===== config.mk =====
export PLATFORM = sky130hd
export DESIGN_NAME = event_scheduler
export DESIGN_NICKNAME = d
export VERILOG_FILES = /design/src/rtl/tama_pkg.sv /design/src/rtl/sched_countdown.sv /design/src/rtl/event_scheduler.sv
export SDC_FILE = /design/constraint.sdc
export NUM_CORES = 1
export LEC_CHECK = 0
export CAP_MARGIN = 30
export CORE_AREA = 2 2 42 64
export DETAILED_ROUTE_END_ITERATION = 7
export DIE_AREA = 0 0 44 66
export PLACE_DENSITY = 0.75
export SLEW_MARGIN = 10
export SYNTH_ARGS = -nofsm -noshare
export SYNTH_HDL_FRONTEND = slang
export SYNTH_SLANG_ARGS = --single-unit

===== constraint.sdc =====
create_clock -name clk -period 2.06 [get_ports clk]
set_input_delay 0.206 -clock clk [delete_from_list [all_inputs] [get_ports clk]]
set_output_delay 0.206 -clock clk [all_outputs]
set_load 0.02 [all_outputs]

===== src/rtl/tama_pkg.sv =====
// Shared types and constants for the pet event path.
package tama_pkg;

  localparam int unsigned RAND_W = 8;
  localparam int unsigned KIND_W = 2;
  localparam int unsigned WAIT_W = 9;
  localparam int unsigned LATE_W = 4;

  localparam logic [LATE_W-1:0] LATE_MAX = LATE_W'(15);

  // Event kinds delivered to the pet status/animation controller.
  typedef enum logic [KIND_W-1:0] {
    EV_HUNGER = 2'd0,
    EV_BORED  = 2'd1,
    EV_SICK   = 2'd2,
    EV_SLEEPY = 2'd3
  } event_kind_e;

  // Scheduler control states.
  typedef enum logic [1:0] {
    ST_IDLE = 2'd0,
    ST_ARM  = 2'd1,
    ST_WAIT = 2'd2,
    ST_FIRE = 2'd3
  } sched_state_e;

  // Kind constants consumed by the pet controller.
  localparam event_kind_e KIND_HUNGER = EV_HUNGER;
  localparam event_kind_e KIND_BORED  = EV_BORED;
  localparam event_kind_e KIND_SICK   = EV_SICK;
  localparam event_kind_e KIND_SLEEPY = EV_SLEEPY;

  // Wait length: minimum plus masked random extra, zero-extended so it never wraps.
  function automatic logic [WAIT_W-1:0] wait_load(input logic [RAND_W-1:0] min_wait,
                                                  input logic [RAND_W-1:0] mask,
                                                  input logic [RAND_W-1:0] rnd);
    return WAIT_W'(min_wait) + WAIT_W'(rnd & mask);
  endfunction

  // Event kind comes from the two top bits of the random byte.
  function automatic event_kind_e kind_of(input logic [RAND_W-1:0] rnd);
    return event_kind_e'(rnd[RAND_W-1 -: KIND_W]);
  endfunction

endpackage


===== src/rtl/sched_countdown.sv =====
// Loadable tick-driven down-counter with clear and terminal-tick flag.
module sched_countdown
  import tama_pkg::*;
(
  input  logic              clk,
  input  logic              rst,
  input  logic              tick_en,
  input  logic              load,
  input  logic [WAIT_W-1:0] load_val,
  input  logic              clear,
  output logic [WAIT_W-1:0] count,
  output logic              terminal_c
);

  logic [WAIT_W-1:0] count_q;
  logic [WAIT_W-1:0] count_d;

  // Clear beats load beats decrement; the count stops at zero.
  always_comb begin
    count_d = count_q;
    if (clear) begin
      count_d = '0;
    end else if (load) begin
      count_d = load_val;
    end else if (tick_en && (count_q != '0)) begin
      count_d = count_q - WAIT_W'(1);
    end
  end

  // Count register.
  always_ff @(posedge clk or posedge rst) begin
    if (rst) begin
      count_q <= '0;
    end else begin
      count_q <= count_d;
    end
  end

  assign count      = count_q;
  assign terminal_c = tick_en && (count_q == WAIT_W'(1));

endmodule


===== src/rtl/event_scheduler.sv =====
// Turns random bytes into timed pet events offered over valid/ready.
module event_scheduler
  import tama_pkg::*;
#(
  parameter int unsigned         MIN_WAIT  = 8,
  parameter logic [RAND_W-1:0]   RAND_MASK = 8'h3F
) (
  input  logic              clk,
  input  logic              rst,
  input  logic              tick,
  input  logic              enable,
  input  logic [RAND_W-1:0] rand_in,
  output logic              event_valid,
  output logic [KIND_W-1:0] event_kind,
  input  logic              event_ready,
  output logic [WAIT_W-1:0] wait_left,
  output logic [LATE_W-1:0] late_ticks
);

  sched_state_e      state_q, state_d;
  logic              event_valid_q, event_valid_d;
  event_kind_e       event_kind_q, event_kind_d;
  logic [LATE_W-1:0] late_ticks_q, late_ticks_d;

  logic              cnt_load;
  logic              cnt_clear;
  logic [WAIT_W-1:0] cnt_load_val;
  logic [WAIT_W-1:0] cnt_count;
  logic              cnt_term_c;

  // Wait countdown; raw tick is safe because the count is only nonzero in WAIT.
  sched_countdown u_countdown (
    .clk        (clk),
    .rst        (rst),
    .tick_en    (tick),
    .load       (cnt_load),
    .load_val   (cnt_load_val),
    .clear      (cnt_clear),
    .count      (cnt_count),
    .terminal_c (cnt_term_c)
  );

  // Next-state, event latch and lateness counter.
  always_comb begin
    state_d       = state_q;
    event_valid_d = event_valid_q;
    event_kind_d  = event_kind_q;
    late_ticks_d  = late_ticks_q;
    cnt_load      = 1'b0;
    cnt_clear     = 1'b0;
    cnt_load_val  = wait_load(RAND_W'(MIN_WAIT), RAND_MASK, rand_in);

    case (state_q)
      ST_IDLE: begin
        if (enable) begin
          state_d = ST_ARM;
        end
      end

      ST_ARM: begin
        if (enable) begin
          cnt_load     = 1'b1;
          late_ticks_d = '0;
          state_d      = ST_WAIT;
        end else begin
          state_d = ST_IDLE;
        end
      end

      ST_WAIT: begin
        if (!enable) begin
          cnt_clear = 1'b1;
          state_d   = ST_IDLE;
        end else if (cnt_term_c) begin
          event_kind_d  = kind_of(rand_in);
          event_valid_d = 1'b1;
          state_d       = ST_FIRE;
        end
      end

      ST_FIRE: begin
        event_valid_d = 1'b1;
        if (tick && (late_ticks_q != LATE_MAX)) begin
          late_ticks_d = late_ticks_q + LATE_W'(1);
        end
        // A pending event survives an enable drop; only acceptance ends FIRE.
        if (event_ready) begin
          event_valid_d = 1'b0;
          state_d       = enable ? ST_ARM : ST_IDLE;
        end
      end

      default: begin
        event_valid_d = 1'b0;
        state_d       = ST_IDLE;
      end
    endcase
  end

  // State and output registers.
  always_ff @(posedge clk or posedge rst) begin
    if (rst) begin
      state_q       <= ST_IDLE;
      event_valid_q <= 1'b0;
      event_kind_q  <= EV_HUNGER;
      late_ticks_q  <= '0;
    end else begin
      state_q       <= state_d;
      event_valid_q <= event_valid_d;
      event_kind_q  <= event_kind_d;
      late_ticks_q  <= late_ticks_d;
    end
  end

  assign event_valid = event_valid_q;
  assign event_kind  = event_kind_q;
  assign wait_left   = cnt_count;
  assign late_ticks  = late_ticks_q;

endmodule


# Yosys cells after proc, flatten, opt, wreduce, memory -nomap -nowiden
# Index checks and enable logic that the tools add are counted.
# W data, S select, Z words.
dict set report classes {
  n_addsub 3
  eq_ne 12
  n_mux 21
  n_reduce_logical 12
}
# op count
set ops {}
lappend ops {{$mux W9} 3}
lappend ops {{$ne A2 B2 Y1 const B} 6}
lappend ops {{$reduce_and A3 Y1} 4}
lappend ops {{$mux W2} 5}
lappend ops {{$eq A9 B1 Y1 const B} 1}
lappend ops {{$reduce_bool A9 Y1} 1}
lappend ops {{$sub A9 B1 Y9 const B} 1}
lappend ops {{$mux W1} 8}
lappend ops {{$mux W4} 2}
lappend ops {{$pmux W2 S4} 1}
lappend ops {{$pmux W4 S2} 1}
lappend ops {{$add A4 B6 Y7 const A} 1}
lappend ops {{$add A4 B1 Y4 const B} 1}
lappend ops {{$eq A2 B2 Y1 const B} 2}
lappend ops {{$ne A4 B4 Y1 const B} 1}
lappend ops {{$reduce_bool A2 Y1} 2}
lappend ops {{$logic_and A1 B1 Y1} 3}
lappend ops {{$ne A3 B3 Y1 const B} 1}
lappend ops {{$reduce_bool A3 Y1} 1}
lappend ops {{$eq A2 B1 Y1 const B} 1}
lappend ops {{$logic_not A2 Y1} 1}
lappend ops {{$pmux W1 S2} 1}
dict set report totals {
  ff_bits 18
  out_inout_bits 16
  wordCells 53
}

# Longest topological paths before layout
dict set report depth {
  depth_word 5
  depth_mapped 7
  depth_no_buf 7
}

# Cells and area by module
# From an unflattened synthesis, not the netlist that was laid out.
dict set report unflattened {
  hier_cells 129
  area_unflattened_um2 1186.1
}
# mod n_inst cells_per_inst area_per_inst_um2
set by_module_without_submodules {}
lappend by_module_without_submodules {sched_countdown 1 76 638.1}
lappend by_module_without_submodules {event_scheduler 1 53 548.0}

# Least setup slack after synthesis
# No wires, ideal clock.
dict set report synth_path {
  path_type {flip-flop to flip-flop}
  start {reg u_countdown.count_q[7] (netlist: u_countdown.count[7])}
  end {reg event_kind_q[0] (netlist: event_kind[0])}
  t_arrival_ns 1.730
  required_time_ns 1.935
  setup_slack_ns 0.205
  stages_incl_launch_ff 5
  synth_period_minus_slack_ns 1.855
  path_cell_list {dfrtp_1 > nor4_4 > nand4_2 > or4_4 > mux2_4}
}
dict set report synth_between {
  elab_chain_len 3
}
# item line
set synth_rtl {}
lappend synth_rtl {{start, declared} sched_countdown.sv:15} ;# logic [WAIT_W-1:0] count_q;
lappend synth_rtl {{start signal, assigned} sched_countdown.sv:35} ;# count_q <= count_d;
lappend synth_rtl {{$eq A9 B1 Y1} sched_countdown.sv:40} ;# assign terminal_c = tick_en && (count_q == WAIT_W'(1));
lappend synth_rtl {{$logic_and A1 B1 Y1} sched_countdown.sv:40}
lappend synth_rtl {{$reduce_and A3 Y1 (no line)} --}
lappend synth_rtl {{end signal, assigned} event_scheduler.sv:110} ;# event_kind_q <= event_kind_d;
lappend synth_rtl {{end, declared} event_scheduler.sv:22} ;# event_kind_e event_kind_q, event_kind_d;
# No other way between the ends.
# A chain may end at the register's enable or synchronous reset.

# Worst setup path after layout
dict set report layout_path {
  start {reg u_countdown.count_q[5] (netlist: u_countdown.count[5])}
  end {reg event_kind_q[0] (netlist: event_kind[0])}
}
# The elaborated chain is that of the path after synthesis.

==> reports/metrics.yaml <==
status: "finished, final reports clean"
maxCapViolCount: 0
leakagePower_nw: 0.6250
syn_to_final_growth_pct: 33.33
skew_ns: 0.006068
final_cell_mix: "clkdlybuf4s50_1 (28), dfrtp_1 (18), a21oi_1 (10), nand2_1 (10), nor2_1 (9)"
postCtsHoldBufs: 0
hold_viol: 0
power_density_mw_per_mm2: 1308
synth_top_flop_cell: "dfrtp_1"
synth_edf_count: 0
insertedDiodeCount: 0
async_reset_ff_frac: 1.000
core_mm2: 0.002367
fin_tns_setup_ns: 0
n_fill_cell: 204
worstHoldPathType: "input port to async pin"
final_common_cell: "clkdlybuf4s50_1"
vias_per_cell: 5.677
grt_max_degree: 19
syn_inst: 108
setup_viol: 0
fp-row-count: 22
route.detailed.drc: 0
fp.dieH_um: 66
num_vias: 931
synthesis.area_mm2: 0.001055
place_congestion: 0.8483
seq_power_share: 0.369
cp.required_ns: 2.23
avgSynthCellArea_um2: 9.766
fmax_mhz: 534.2
pwr-share-clk: 0.090
rsz0062_at_grt: "false"
cts.sinks: 18
ys_ff_latch: 18
crit_start: "u_countdown.count[5]"
die_w_um: 44
grt_pass1_wl_um: 3953
r2r_cells: 4
start_util: 0.4456
h-tree-depth: 1
combPwrFrac: 0.541
post_cts_resize_count: 0
fin_util: 0.5941
post_cts_buffers: 0
switching_share: 0.4279
power.switching_w: 0.0007873
cts_tree: "done"
tightest_slew_ns: 0.6913
ys_seq_area_frac: 0.4270
relSlewSlack: 0.5386
drt_wl_total_um: 2295
worstSetupStartpointType: "register"
min_period_ns: 1.872
ioPinCount: 29
crit_type: "register to register"
drive_gt1_frac: 0.1000
power.total_w: 0.001840
worstPathMaxFanout: 4
drt_pass1_iterations: 4
synth_warnings: 0
grt_pass1_vias: 854
peakVddDrop_mv: 0.5451
antenna_found_initial: 0
multi_input_area_um2: 556.8
drt-initial-drc-count: 35
antenna_left: 0
grt-ovfl-total: 0
insertion_delay_ns: 0.28
cts.clk_slew.worst_paths_ns: 0.10
slowest_delay_ns: 0.46
numCtsBuffers: 3
internal_power_w: 0.001052
num-nets-final: 160
postPlaceCellArea_mm2: 0.001384
avgRoutedWirePerCell_um: 13.99
crit_path_top_delay_cell: "or4_4"
crit_buf_inv: 0
r2r-start: "u_countdown.count[5]"
crit_path_cell_trace: "nor4_4 -> nand4_2 -> or4_4 -> mux2_4"
ys_types: 35
critPathTopFamily: "simple AND/OR/NAND/NOR gates"
drv_slew: 0
root_buffer: "clkbuf_4"
regArea_um2: 450.4
dpl.hpwl_um: 1795
io_buffers: 28
die_area_mm2: 0.002904
worst-path-stages: 4
endpoint_kind: "register"
cp.arrival_ns: 2.04
stdcell_area_mm2: 0.001406
track_usage: 0.1792
timing.final.crit_share: 0.9087
syn-num-nets: 126
clockBufferDepth: 2
==> sequential cells by signal, indices dropped and copies added (netlist names) <==
register / flops
late_ticks: 4
event_valid: 1
event_kind: 2
state_q: 2
u_countdown.count: 9
==> through the flow <==
step | cells | setup WS [ns] | hold WS (ns)
finish | 164 | 0.1881 | 0.3232
global route | 164 | 0.08470 | 0.3923
CTS | 164 | 0.1652 | 0.3501
detailed placement | 161 | 0.1878 | 0.5007
global placement | 161 | 0.2186 | 0.5000
floorplan | 108 | 0.2048 | 0.1446
==> cell families (layout without fill, tap and decap cells) <==
group | count (synthesis) | after routing | synth area share
AO/OA/AOI/OAI | 25 | 25 | 0.1435
XOR/XNOR | 9 | 9 | 0.07473
adder cells (fa/ha/maj) | 5 | 5 | 0.05931
buffers and inverters | 9 | 41 | 0.04508
flip-flops | 18 | 18 | 0.4270
multiplexers | 2 | 2 | 0.02847
AND/OR/NAND/NOR | 40 | 40 | 0.2218
==> cell type report <==
class | instances | share of cell area
multi-input combinational | 81 | 0.3959
sequential | 18 | 0.3203
timing repair buffer | 32 | 0.2206
inverter | 6 | 0.02580
tap | 24 | 0.02135
clock buffer | 3 | 0.01601
==> synthesized netlist by cell type (2+ instances only) <==
| master | instances | share of area |
|---|---|---|
| clkbuf_1 | 3 | 0.011 |
| xor2_1 | 5 | 0.042 |
| o21ai_1 | 3 | 0.014 |
| nor3b_1 | 2 | 0.014 |
| a21oi_1 | 10 | 0.047 |
| nand4_1 | 3 | 0.018 |
| nor3_1 | 2 | 0.0095 |
| xnor2_1 | 4 | 0.033 |
| nor2_1 | 9 | 0.032 |
| dfrtp_1 | 18 | 0.43 |
| nand3_1 | 5 | 0.024 |
| mux2_4 | 2 | 0.028 |
| ha_1 | 5 | 0.059 |
| o21ai_0 | 3 | 0.014 |
| inv_1 | 5 | 0.018 |
| nand2_1 | 10 | 0.036 |
==> layer usage <==
| metal | track usage | routed length, um |
|---|---|---|
| met5 | 0 | 0 |
| met1 | 0.2316 | 1002 |
| met3 | 0.01913 | 88 |
| met4 | 0.07576 | 23 |
| met2 | 0.2960 | 1181 |
==> power by group through the flow <==
| stage | clock [W] | combinational, W | sequential [W] |
|---|---|---|---|
| 6_report | 0.000166 | 0.000995 | 0.000679 |
| 3_3_place_gp | 0 | 0.000990 | 0.000674 |
| 4_1_cts | 0.000179 | 0.00100 | 0.000680 |
| 3_5_place_dp | 0 | 0.00100 | 0.000686 |
| 2_1_floorplan | 0 | 0.000469 | 0.000794 |
| 5_1_grt | 0.000194 | 0.00109 | 0.000707 |
==> path summary, 6_finish.rpt <==
kind / to / slack [ns]
max in group asynchronous: u_countdown.count[8] / 1.30
min in group clk: u_countdown.count[0] / 0.46
worst max register to register: event_kind[0] / 0.19
worst max-delay path: event_kind[0] / 0.19
worst min register to register: event_kind[1] / 0.53
worst min-delay path: state_q[1] / 0.32
Note: power is estimated with default switching activity, not from simulation.
